File: src/rtl/seq_reduce_unit.sv
// Multi-cycle bitwise reduction of {a, b} (OR/AND/XOR/NOR), CHUNK bits per cycle.
// Optional: define SEQ_REDUCE_EARLY_TERM_EN to leave RUN as soon as the result is decided.
module seq_reduce_unit #(
    parameter int unsigned WIDTH = 32,
    parameter int unsigned CHUNK = 8,
    parameter int unsigned CNT_W = $clog2((2 * WIDTH) / CHUNK + 1)
) (
    input  logic             clk,
    input  logic             rst,
    input  logic             start_i,
    input  logic [1:0]       op_i,
    input  logic [WIDTH-1:0] a_i,
    input  logic [WIDTH-1:0] b_i,
    output logic             busy_o,
    output logic             done_o,
    output logic             y_o,
    output logic [CNT_W-1:0] beats_o
);

    localparam int unsigned DATA_W    = 2 * WIDTH;
    localparam int unsigned NUM_BEATS = DATA_W / CHUNK;

    localparam logic [1:0] OP_OR  = 2'b00;
    localparam logic [1:0] OP_AND = 2'b01;
    localparam logic [1:0] OP_XOR = 2'b10;
    localparam logic [1:0] OP_NOR = 2'b11;

    typedef enum logic [1:0] {
        ST_IDLE = 2'b00,
        ST_RUN  = 2'b01,
        ST_DONE = 2'b10
    } state_t;

    state_t              state_q, state_d;
    logic [DATA_W-1:0]   sr_q, sr_d;
    logic [1:0]          op_q, op_d;
    logic                acc_q, acc_d;
    logic                y_q, y_d;
    logic [CNT_W-1:0]    beats_q, beats_d;
    logic                busy_q, busy_d;
    logic                done_q, done_d;

    logic [CHUNK-1:0]    chunk;
    logic                acc_next;
    logic                last_beat;
    logic                early_exit;

    // Fold the current chunk into the accumulator; NOR accumulates as OR.
    always_comb begin
        chunk = sr_q[CHUNK-1:0];
        case (op_q)
            OP_AND:  acc_next = acc_q & (&chunk);
            OP_XOR:  acc_next = acc_q ^ (^chunk);
            default: acc_next = acc_q | (|chunk);
        endcase
        last_beat = (beats_q == CNT_W'(NUM_BEATS - 1));
`ifdef SEQ_REDUCE_EARLY_TERM_EN
        early_exit = (op_q == OP_AND) ? ~acc_next : ((op_q != OP_XOR) & acc_next);
`else
        early_exit = 1'b0;
`endif
    end

    always_comb begin
        state_d = state_q;
        sr_d    = sr_q;
        op_d    = op_q;
        acc_d   = acc_q;
        y_d     = y_q;
        beats_d = beats_q;

        case (state_q)
            ST_IDLE, ST_DONE: begin
                if (start_i) begin
                    sr_d    = {a_i, b_i};
                    op_d    = op_i;
                    acc_d   = (op_i == OP_AND);
                    beats_d = '0;
                    state_d = ST_RUN;
                end else begin
                    state_d = ST_IDLE;
                end
            end
            ST_RUN: begin
                acc_d   = acc_next;
                sr_d    = sr_q >> CHUNK;
                beats_d = beats_q + CNT_W'(1);
                if (last_beat || early_exit) begin
                    state_d = ST_DONE;
                    y_d     = (op_q == OP_NOR) ? ~acc_next : acc_next;
                end
            end
            default: state_d = ST_IDLE;
        endcase

        busy_d = (state_d == ST_RUN);
        done_d = (state_d == ST_DONE);
    end

    always_ff @(posedge clk) begin
        if (rst) begin
            state_q <= ST_IDLE;
            sr_q    <= '0;
            op_q    <= OP_OR;
            acc_q   <= 1'b0;
            y_q     <= 1'b0;
            beats_q <= '0;
            busy_q  <= 1'b0;
            done_q  <= 1'b0;
        end else begin
            state_q <= state_d;
            sr_q    <= sr_d;
            op_q    <= op_d;
            acc_q   <= acc_d;
            y_q     <= y_d;
            beats_q <= beats_d;
            busy_q  <= busy_d;
            done_q  <= done_d;
        end
    end

    assign busy_o  = busy_q;
    assign done_o  = done_q;
    assign y_o     = y_q;
    assign beats_o = beats_q;

endmodule

File: config.mk
export PLATFORM = sky130hd
export DESIGN_NAME = seq_reduce_unit
export DESIGN_NICKNAME = d
export VERILOG_FILES = /design/src/rtl/seq_reduce_unit.sv
export SDC_FILE = /design/constraint.sdc
export NUM_CORES = 1
export LEC_CHECK = 0
export BUFFER_PORTS_ARGS = -buffer_cell sky130_fd_sc_hd__buf_2
export CAP_MARGIN = 0
export CORE_MARGIN = 2
export CORE_UTILIZATION = 35
export DETAILED_ROUTE_END_ITERATION = 8
export GPL_TIMING_DRIVEN = 0
export MAX_ROUTING_LAYER = met4
export PLACE_DENSITY = 0.59
export SLEW_MARGIN = 15
export SYNTH_ARGS = -nofsm -noshare
export SYNTH_HDL_FRONTEND = slang
export SYNTH_SLANG_ARGS = --single-unit
File: constraint.sdc
create_clock -name clk -period 2.95 [get_ports clk]
set_input_delay 0.1475 -clock clk [delete_from_list [all_inputs] [get_ports clk]]
set_output_delay 0.1475 -clock clk [all_outputs]
set_load 0.005 [all_outputs]
Yosys cells after proc, flatten, opt, wreduce, memory -nomap -nowiden. Index checks and enable logic that the tools add are counted.

Eq/ne operators: 10. Add/sub/neg operators: 1. Mux-type cells: 11. Bitwise gates (word level): 4. Reduce and logical (&&, ||, !) cells: 9.

Operator list (count): 64-bit case mux with 2 select lines (1); 64-bit 2-to-1 mux (1); 2-bit by 1-bit equality test with 1-bit output, second input constant (4); 2-bit equality test, second input constant (4); 4-bit case mux with 2 select lines (1); 8-bit AND reduction (1); 8-bit OR reduction (1); 8-bit XOR reduction (1); 2-bit AND reduction (3); 4-bit by 1-bit adder with 4-bit output, second input constant (1); 4-bit by 3-bit equality test with 1-bit output, second input constant (1); 4-bit 2-to-1 mux (1); 1-bit case mux with 2 select lines (2); 2-bit case mux with 2 select lines (1); 1-bit 2-to-1 mux (3); 2-bit zero test (1); 2-bit 2-to-1 mux (1); 2-bit inequality test, second input constant (1); 2-bit nonzero test (1); 2-bit OR reduction (1); 1-bit AND (1); 1-bit NOT (1); 1-bit bitwise OR (1); 1-bit XOR (1).

Flip-flop bits (word level): 76. Output and inout port bits: 7. Input port bits: 69. Logic and storage cells: 43.

Depth between registers and ports, before layout.
Depth after elaboration: 5. Mapped depth: 7. Mapped depth without buffers: 7.

Worst setup path after synthesis. OpenSTA, ideal clock, no wires.

Path type: flip-flop to flip-flop. From: reg sr_q[0]. To: reg y_q (netlist: y_o). Required time: 2.859 ns. Path buffers: 0. Clock period less this slack: 1.864 ns. Arrival time: 1.773 ns. Setup slack: 1.086 ns. Setup time: 0.091 ns. Cell stages (with the launch flop): 8. Cells stage by stage: dfxtp_1 > inv_1 > ha_1 > xnor3_1 > xnor2_1 > a211oi_1 > or3_1 > a311oi_1.

Word-level cells in the longest chain between the ends: 5. Elaborated cells on any way between the ends: 9. Those cells by class: 2 x mux; 4 x bitwise; 3 x reduce/logical.

RTL lines: start, declared (RTL line 35) `logic [DATA_W-1:0] sr_q, sr_d;`; start signal, assigned (RTL line 112) `sr_q <= sr_d;`; 8-bit OR reduction (tied with other cells) (RTL line 54) `default: acc_next = acc_q | (|chunk);`; 1-bit bitwise OR (tied with other cells) (RTL line 54); 1-bit case mux with 2 select lines (*) (RTL line 51) `case (op_q)`; 1-bit NOT (RTL line 90) `y_d = (op_q == OP_NOR) ? ~acc_next : acc_next;`; 1-bit 2-to-1 mux (*) (RTL line 90); end signal, assigned (RTL line 115) `y_q <= y_d;`; end, declared (RTL line 38) `logic y_q, y_d;`.

Every way passes the cells marked *; elsewhere a longest branch is shown, timed or not. A chain may end at the register's enable or synchronous reset.

Worst setup path in the final report.
From: reg sr_q[1]. To: reg y_q (netlist: y_o).

The elaborated chain is that of the path after synthesis.

==> flow_summary.yaml <==
critical_path:
  crit_family: "compound AO/OA/AOI/OAI gates"
  path_max_fanout: 3
  cp_cell_sequence: "inv_1 -> ha_1 -> xnor3_1 -> xnor2_1 -> a211oi_1 -> o21ai_0 -> a311oi_1"
  cp.required_ns: 3.22
  critPathCaptureType: "flop"
  start_kind: "flop"
  cpMaxStageDelayCell: "dfxtp_1"
  crit_buf_inv: 1
  worstSetupPathType: "flop to flop"
  cpPeakStageDelay_ns: 0.38
  cp_data_arrival_time_ns: 2.27
logic_synthesis:
  yosysSeqAreaShare_pct: 49.1
  synth-xor-area-share_pct: 1.29
  synth_top_cell_area_share_pct: 49.1
  synth_ff_type: "dfxtp_1"
  synth_edf_count: 0
  synth_area_um2: 3100
  yosysMostFrequentCell: "dfxtp_1"
  synth_simple_gate_area_share_pct: 12.5
  ys_ff_latch: 76
  synthMuxAreaShare_pct: 0
  ys_warn_count: 0
  ys_async_sr_fraction_pct: 0
  postSynthCellCount: 361
  synth_top_family_by_area: "compound AO/OA/AOI/OAI gates"
  synth_compound_area_share_pct: 27.1
  netlist_top_cells_count: "dfxtp_1, a22oi_1, a21oi_1, nand2_1, clkbuf_1"
  yosysTopAreaCell: "dfxtp_1"
  syn-mean-instance-area_um2: 8.59
  synthesis.nets: 442
  synth_area_leaders: "dfxtp_1, a22oi_1, a21oi_1"
  synth_fa_ha_area_share_pct: 4.84
  synthDistinctLibCells: 26
timing:
  rsz0062_at_grt: "false"
  whs_ns: 0.0565
  tightest_slew_ns: 0.598
  tns_ns: 0
  finalMaxSlewViolations: 0
  fin_crit_ns: 2.00
  finClkSkew_ns: 0.0116
  hold_viol_final: 0
  setup_violations: 0
  max_freq_mhz: 499
  timing.final.crit_share_pct: 67.9
  relSlewSlack_pct: 60.1
floorplan:
  die_h_um: 98.1
  row_count: 34
  die_w_um: 98.1
  fp.dieArea_um2: 9630
  coreArea_um2: 8640
  ios: 76
  initial_core_util_pct: 35.9
global_routing:
  grt_max_degree: 13
  grt_pass1_vias: 2813
  grt_pass1_wl_mm: 13.3
  antenna_found_initial: 0
  overflow: 0
  grt_util_all_layers_pct: 17.7
route:
  wl_mm: 8.18
  antenna_left: 0
  drc_errors: 0
  firstDrtPassIters: 5
  first_iter_violations: 111
  vias: 2881
  drt-vias-per-instance: 5.15
  routedWlPerCell_um: 14.6
pwr:
  power_density_nw_per_um2: 595
  ir_worst_vdd_v: 0.000298
  p_leak_nw: 1.51
  power.total_mw: 2.27
clock_tree:
  cts_setup_buffers: 0
  cts_tree: "yes"
  cts_root_buf: "clkbuf_8"
  clock_latency_ns: 0.35
  clk_pin_slew_ns: 0.08
  numCtsBuffers: 9
  cts_resized: 0
  clock-sinks: 76
  htree_levels: 3
  cts_buffer_depth: 2
  holdBufCountCts: 0
job:
  maxCapViolCount: 0
worst_hold_path:
  min_path_type: "input port to flop"
layout:
  finalNonFillerCells: 559
  antenna_cells: 0
  area_delta_synth_final_pct: 22.8
  nets: 527
  utilization_pct: 44.1
  drive_gt1_share_pct: 20.4
place:
  portBuffers: 74
  hpwl_mm: 6.09
  gp_congestion: 0.798
  dp_cells: 543
status:
  status: "finished clean"
[worst reg2reg max path: stages, from the launching register on]
cell	delay, ns
dfxtp_1	0.38
inv_1	0.06
ha_1	0.28
xnor3_1	0.34
xnor2_1	0.13
a211oi_1	0.33
o21ai_0	0.14
a311oi_1	0.26
[where the power goes]
group | internal (mW) | total [mW] | leakage (nW) | switching (mW)
Sequential | 1.09 | 1.13 | 0.624 | 0.0397
Combinational | 0.140 | 0.327 | 0.776 | 0.188
Clock | 0.431 | 0.806 | 0.109 | 0.375
Total | 1.66 | 2.27 | 1.51 | 0.602
[final cells by class]
cell class | instances | area, µm²
fill | 929 | 4830
clock buffer | 11 | 151
timing repair buffer | 74 | 370
clock inverter | 5 | 50.0
tap | 108 | 135
multi-input combinational | 243 | 1420
sequential | 76 | 1520
buffer | 30 | 115
inverter | 12 | 45.0
[layout by cell type (no fill, tap or decap)]
cell type | Yosys | final
nor3b_1 | 1 | 1
nand3_1 | 1 | 1
nand2_1 | 57 | 57
clkbuf_1 | 27 | 27
a21oi_1 | 62 | 62
xor2_1 | 1 | 1
a311oi_1 | 1 | 1
bufinv_16 | 0 | 1
nor3_1 | 2 | 2
nand2b_1 | 1 | 1
dfxtp_1 | 76 | 76
nand4_1 | 3 | 3
or3_1 | 1 | 1
buf_1 | 1 | 1
ha_1 | 12 | 12
xnor3_1 | 1 | 1
o21ai_0 | 2 | 2
nor2b_1 | 3 | 3
buf_2 | 2 | 76
nand3b_1 | 1 | 1
a211oi_1 | 1 | 1
nor2_1 | 25 | 25
clkinv_2 | 0 | 4
xnor2_1 | 1 | 1
o31ai_1 | 1 | 1
a32oi_1 | 1 | 1
inv_1 | 12 | 12
clkbuf_8 | 0 | 11
a22oi_1 | 65 | 65
[final timing paths]
path	cells after the start	slack, ns	startpoint	end
min reg2reg	2	0.46	sr_q[36]	sr_q[36]
min	3	0.06	a_i[30]	sr_q[62]
max reg2reg	7	0.95	sr_q[1]	y_o
max	7	0.95	sr_q[1]	y_o
[metrics by stage]
step | cell area (µm²) | setup slack (ns)
detailed placement | 3610 | 0.945
global placement | 3610 | 0.980
CTS | 3810 | 0.919
global route | 3810 | 0.786
finish | 3810 | 0.947
floorplan | 3100 | 1.09
[metal layers]
layer  GRT usage [%]  part of all wire (%)  up-vias
met5               -                     0        -
met4            5.13                   1.0        0
met3            4.58                   7.0       10
met2            27.9                    48       87
met1            22.4                    44     1329
li1                -                     -     1455
[state kept, by name (all words and copies together) (netlist names)]
signal	flops
busy_o	1
sr_q	64
beats_o	4
state_q	2
done_o	1
op_q	2
acc_q	1
y_o	1
[cell families (layout without fill, tap and decap cells)]
kind of cell,Yosys count,after routing
adders and majority gates,12,12
xor gates and xnor gates,3,3
buffers and inverters,42,132
AOI/OAI and AO/OA,133,133
and+or+nand+nor,95,95
DFF,76,76
(Power assumes the default switching activity.)
